File: config.mk
export PLATFORM = sky130hd
export DESIGN_NAME = serial_subtractor
export DESIGN_NICKNAME = d
export VERILOG_FILES = /design/src/rtl/arith_pkg.sv /design/src/rtl/full_subtractor.sv /design/src/rtl/serial_subtractor.sv
export SDC_FILE = /design/constraint.sdc
export NUM_CORES = 1
export LEC_CHECK = 0
export ABC_CLOCK_PERIOD_IN_PS = 2750
export BUFFER_PORTS_ARGS = -buffer_cell sky130_fd_sc_hd__clkbuf_2
export CORE_MARGIN = 3
export CORE_UTILIZATION = 57
export CTS_CLUSTER_DIAMETER = 100
export DETAILED_ROUTE_END_ITERATION = 6
export MAX_ROUTING_LAYER = met4
export PLACE_DENSITY_LB_ADDON = 0.05
export SKIP_LAST_GASP = 1
export SLEW_MARGIN = 25
export SYNTH_ARGS = -nofsm -noshare
export SYNTH_HDL_FRONTEND = slang
export SYNTH_SLANG_ARGS = --single-unit
File: constraint.sdc
create_clock -name clk -period 2.75 [get_ports clk]
set_clock_uncertainty 0.15 [all_clocks]
set_input_delay 0.1375 -clock clk [delete_from_list [all_inputs] [get_ports clk]]
set_output_delay 0.1375 -clock clk [all_outputs]
set_load 0.1 [all_outputs]
File: src/rtl/arith_pkg.sv
`default_nettype none
// ============================================================================
// Module      : arith_pkg
// Description : Shared types and constants for the bit-serial arithmetic
//               datapath (FSM state encoding, default width, counter sizing).
// Revision    : 1.0 - initial release
// ============================================================================
package arith_pkg;

    // Default operand width for arithmetic blocks
    localparam int ARITH_WIDTH_DEF = 8;

    // Control states for bit-serial operators
    typedef enum logic [1:0] {
        IDLE  = 2'd0,
        SHIFT = 2'd1,
        DONE  = 2'd2
    } state_t;

    // Bit counter width needed to index WIDTH serial steps
    function automatic int cnt_width(input int width);
        return $clog2(width);
    endfunction

endpackage
`default_nettype wire

File: src/rtl/full_subtractor.sv
`default_nettype none
// ============================================================================
// Module      : full_subtractor
// Description : Combinational 1-bit full subtractor: d = a - b - bin,
//               bout set when the bit position needs to borrow.
// Revision    : 1.0 - initial release
// ============================================================================
module full_subtractor (
    input  logic a,
    input  logic b,
    input  logic bin,
    output logic d,
    output logic bout
);

    assign d    = a ^ b ^ bin;
    assign bout = (~a & b) | (~(a ^ b) & bin);

endmodule
`default_nettype wire

File: src/rtl/serial_subtractor.sv
`default_nettype none
// ============================================================================
// Module      : serial_subtractor
// Description : Bit-serial WIDTH-bit subtractor, diff = a - b - bin, LSB first,
//               one bit per clock through a single full-subtractor cell.
//               Optional signed-overflow output enabled by SERIAL_SUB_OVF_EN.
// Revision    : 1.0 - initial release
// ============================================================================
module serial_subtractor
    import arith_pkg::*;
#(
    parameter int WIDTH = ARITH_WIDTH_DEF
) (
    input  logic             clk,
    input  logic             rst,
    input  logic             start,
    input  logic [WIDTH-1:0] a,
    input  logic [WIDTH-1:0] b,
    input  logic             bin,
    output logic             busy,
    output logic             done,
    output logic [WIDTH-1:0] diff,
    output logic             bout
`ifdef SERIAL_SUB_OVF_EN
    ,
    output logic             ovf
`endif
);

    localparam int c_cnt_w = cnt_width(WIDTH);

    state_t             r_state;
    state_t             w_state_nxt;
    logic [WIDTH-1:0]   r_a_sh;
    logic [WIDTH-1:0]   r_b_sh;
    // Holds the WIDTH-1 result bits already produced; the last bit comes
    // straight from the cell on the final step.
    logic [WIDTH-2:0]   r_res;
    logic               r_br;
    logic [c_cnt_w-1:0] r_cnt;
    logic               w_d;
    logic               w_br_nxt;
    logic               w_last;
    logic [WIDTH-1:0]   w_res_full;

    full_subtractor u_cell (
        .a    (r_a_sh[0]),
        .b    (r_b_sh[0]),
        .bin  (r_br),
        .d    (w_d),
        .bout (w_br_nxt)
    );

    assign w_last     = (r_cnt == c_cnt_w'(WIDTH - 1));
    assign w_res_full = {w_d, r_res};

    // State register
    always_ff @(posedge clk) begin
        if (rst) begin
            r_state <= IDLE;
        end else begin
            r_state <= w_state_nxt;
        end
    end

    // Next-state and handshake outputs
    always_comb begin
        w_state_nxt = r_state;
        busy        = 1'b0;
        done        = 1'b0;
        case (r_state)
            IDLE: begin
                if (start) begin
                    w_state_nxt = SHIFT;
                end
            end
            SHIFT: begin
                busy = 1'b1;
                if (w_last) begin
                    w_state_nxt = DONE;
                end
            end
            DONE: begin
                done        = 1'b1;
                w_state_nxt = IDLE;
            end
            default: begin
                w_state_nxt = IDLE;
            end
        endcase
    end

    // Operand capture, serial shifting and result publication
    always_ff @(posedge clk) begin
        if (rst) begin
            r_a_sh <= '0;
            r_b_sh <= '0;
            r_res  <= '0;
            r_br   <= 1'b0;
            r_cnt  <= '0;
            diff   <= '0;
            bout   <= 1'b0;
`ifdef SERIAL_SUB_OVF_EN
            ovf    <= 1'b0;
`endif
        end else begin
            case (r_state)
                IDLE: begin
                    if (start) begin
                        r_a_sh <= a;
                        r_b_sh <= b;
                        r_br   <= bin;
                        r_cnt  <= '0;
                    end
                end
                SHIFT: begin
                    r_a_sh <= r_a_sh >> 1;
                    r_b_sh <= r_b_sh >> 1;
                    r_br   <= w_br_nxt;
                    r_res  <= w_res_full[WIDTH-1:1];
                    r_cnt  <= r_cnt + c_cnt_w'(1);
                    if (w_last) begin
                        diff <= w_res_full;
                        bout <= w_br_nxt;
`ifdef SERIAL_SUB_OVF_EN
                        // Operand MSBs are the bits in the cell on the last step
                        ovf  <= (r_a_sh[0] ^ r_b_sh[0]) & (r_a_sh[0] ^ w_d);
`endif
                    end
                end
                default: begin
                end
            endcase
        end
    end

endmodule
`default_nettype wire

==> metrics.yaml <==
hold_violations: 0
ir_drop_mv: 0.6155
vias: 1301
switchingPower_mw: 0.2625
hp-start: "rst"
fp-row-count: 18
path_clk_slew_ps: 100
placed_cell_area_sq_um: 1690
finalSetupTns_ps: 0
syn_to_final_growth_pct: 22.46
synth_area_per_cell_sq_um: 9.219
initial_core_util_pct: 61.95
clockBufferDepth: 2
switching_share_pct: 25.49
share_seq_of_total_power_pct: 57.9
cp_top_family: "flip-flops"
layout_commonest_cell: "dfxtp_1"
holdPathEnd: "r_b_sh[7]$_SDFFE_PP0P_"
num_io_pins: 31
pre_cts_ws_ps: 924.8
layout_min_cycle_time_ps: 2203
slowest_delay_ps: 730
synthesis.area_sq_um: 1577
drt-vias-per-instance: 5.310
critical_path.startpoint_type: "flip-flop"
first_pass_iters: 4
relSlewSlack_pct: 49.37
cap_viol_max_count: 0
cts_tree: "done"
wl_um: 3054
worstSetupPathType: "reg2out"
postLayoutSetupSlackWorst_ps: 547.0
synth-seq-cells: 38
antenna_found_initial: 0
powerDensity_nw_per_um2: 533.3
clock_sinks: 38
worstHoldPathType: "in2reg"
clockRootBuffer: "clkbuf_4"
grt_pass1_vias: 1249
core_sq_um: 2545
critical_path_buf_inv_count: 2
fmax_ghz: 0.4539
gp_congestion: 0.7685
reg2reg_depth: 3
ff2ff_setup_slack_ps: 900
synth.distinct_cells: 24
setup_violations: 0
whs_path_depth: 2
crit_chain: "nand2b_1 -> inv_4 -> buf_4"
required_ps: 2460
die_y_um: 58.59
dieArea_sq_um: 3433
cp-end-kind: "primary output"
intPower_mw: 0.7672
arrival_ps: 1920
crit_fanout: 14
slew_viol_final: 0
power_frac_clock_pct: 28.9
timing.hold.ws_ps: 309.4
critPathSlowestCell: "dfxtp_1"
insertion_delay_ps: 340
outcome: "complete, no violations"
die_w_um: 58.59
grt_pass1_wl_um: 5313
cts_buffers: 5
power_frac_comb_pct: 13.2
yosys_warnings: 0
htreeDepth: 2
grt_max_degree: 39
reg2reg_from: "r_state[0]$_SDFFE_PP0P_"
power.leakage_nw: 0.8095
final_cell_mix: "dfxtp_1 (38), nand2_1 (30), clkbuf_2 (29)"
netlist_instances: 171
finalCritPeriodShare_pct: 80.11
n_antenna_cell: 0
drtAntennaViolNets: 0
drtIter0Drc: 23
synth_seq_area_share_pct: 48.25
final_nets: 237
drc: 0
rsz0062_at_grt: "false"
cp.depth: 3
wl_per_cell_um: 12.47
drive_gt1_share_pct: 20.00
port_buffers: 30
finalInstanceArea_sq_um: 1931
overflow: 0
synth.net_count: 194
reg2reg_to: "r_a_sh[4]$_SDFFE_PP0P_"
fillCellCount: 191
tightest_slew_ps: 759.4
grt_usage_pct: 21.10
dp_hpwl_um: 1926
-- synth_stat cells --
cell type / instances / share of area, %
mux2i_1: 16 / 10
fa_1: 1 / 1.3
inv_1: 4 / 0.95
a211oi_1: 16 / 7.6
nand2b_1: 1 / 0.40
buf_2: 4 / 1.3
nor3_1: 1 / 0.32
clkbuf_1: 3 / 0.71
inv_4: 1 / 0.40
a211oi_2: 1 / 0.79
a21oi_1: 15 / 4.8
nor3b_1: 1 / 0.48
a22oi_1: 4 / 1.9
nand2_1: 30 / 7.1
and3b_1: 1 / 0.56
ha_1: 2 / 1.6
nand3b_2: 1 / 0.71
nor2_1: 22 / 5.2
buf_4: 4 / 1.9
buf_6: 2 / 1.4
o21bai_2: 1 / 0.71
o21ba_4: 1 / 1.0
nor2b_1: 1 / 0.40
dfxtp_1: 38 / 48
-- worst register-to-register path, stage by stage (launching register included) --
cell and delay [ps]:
dfxtp_1 730, o21ba_4 480, nor2_1 120, a211oi_1 270
-- timing repair --
action,CTS,global route
gates resized for setup,0,0
buffers inserted,0,0
hold buffers,18,0
hold endpoints to repair,18,0
-- power by group through the flow --
stage | sequential, mW | combinational (mW) | clock (mW)
3_5_place_dp | 0.609 | 0.115 | 0
2_1_floorplan | 0.600 | 0.101 | 0
6_report | 0.596 | 0.136 | 0.297
3_3_place_gp | 0.607 | 0.112 | 0
4_1_cts | 0.596 | 0.135 | 0.306
5_1_grt | 0.600 | 0.152 | 0.339
-- flip-flops by register name (all words and copies together) (netlist names) --
signal / count
r_a_sh: 8
bout: 1
r_b_sh: 8
r_res: 7
r_br: 1
r_cnt: 3
diff: 8
r_state: 2
-- area by class of cell --
class                      instances  area [sq um]  area share [%]
clock buffer                       7         55.05           2.852
timing repair buffer              49         340.3           17.63
clock inverter                     1         5.005          0.2592
multi-input combinational        115         710.7           36.81
sequential                        38         760.7           39.40
inverter                           5         21.27           1.102
tap                               30         37.54           1.944
-- cells by family after synthesis --
| kind of cell | count (synthesis) | share of synthesized area, % |
|---|---|---|
| flops | 38 | 48.25 |
| fa+ha+maj | 3 | 2.857 |
| buf+inv | 18 | 6.667 |
| compound gates | 38 | 16.83 |
| mux | 16 | 10.16 |
| simple gates | 58 | 15.24 |
-- stage by stage --
step           utilization (%)  power (mW)  cells
2_1_floorplan                -      0.7009    171
6_report                 75.86       1.030    245
4_1_cts                  75.86       1.037    245
3_5_place_dp             66.42      0.7237    219
5_1_grt                  75.86       1.091    245
3_3_place_gp             66.42      0.7186    219
-- worst max path at each step --
stage,slack (ps),startpoint,endpoint
final,550,r_state[0]$_SDFFE_PP0P_,busy
after global routing,370,r_state[0]$_SDFFE_PP0P_,busy
after CTS,540,r_state[0]$_SDFFE_PP0P_,busy
after detailed placement,920,r_state[0]$_SDFFE_PP0P_,busy
after global placement,970,r_state[0]$_SDFFE_PP0P_,busy
after floorplan,530,r_state[0]$_SDFFE_PP0P_,done
-- metal layers --
| metal | share of wire [%] | vias up | track usage [%] |
|---|---|---|---|
| li1 | - | 672 | - |
| met1 | 44 | 597 | 22.87 |
| met2 | 50 | 27 | 35.73 |
| met3 | 4.9 | 5 | 7.895 |
| met4 | 1.3 | 0 | 6.796 |
| met5 | 0 | - | - |
(Power assumes the default switching activity.)
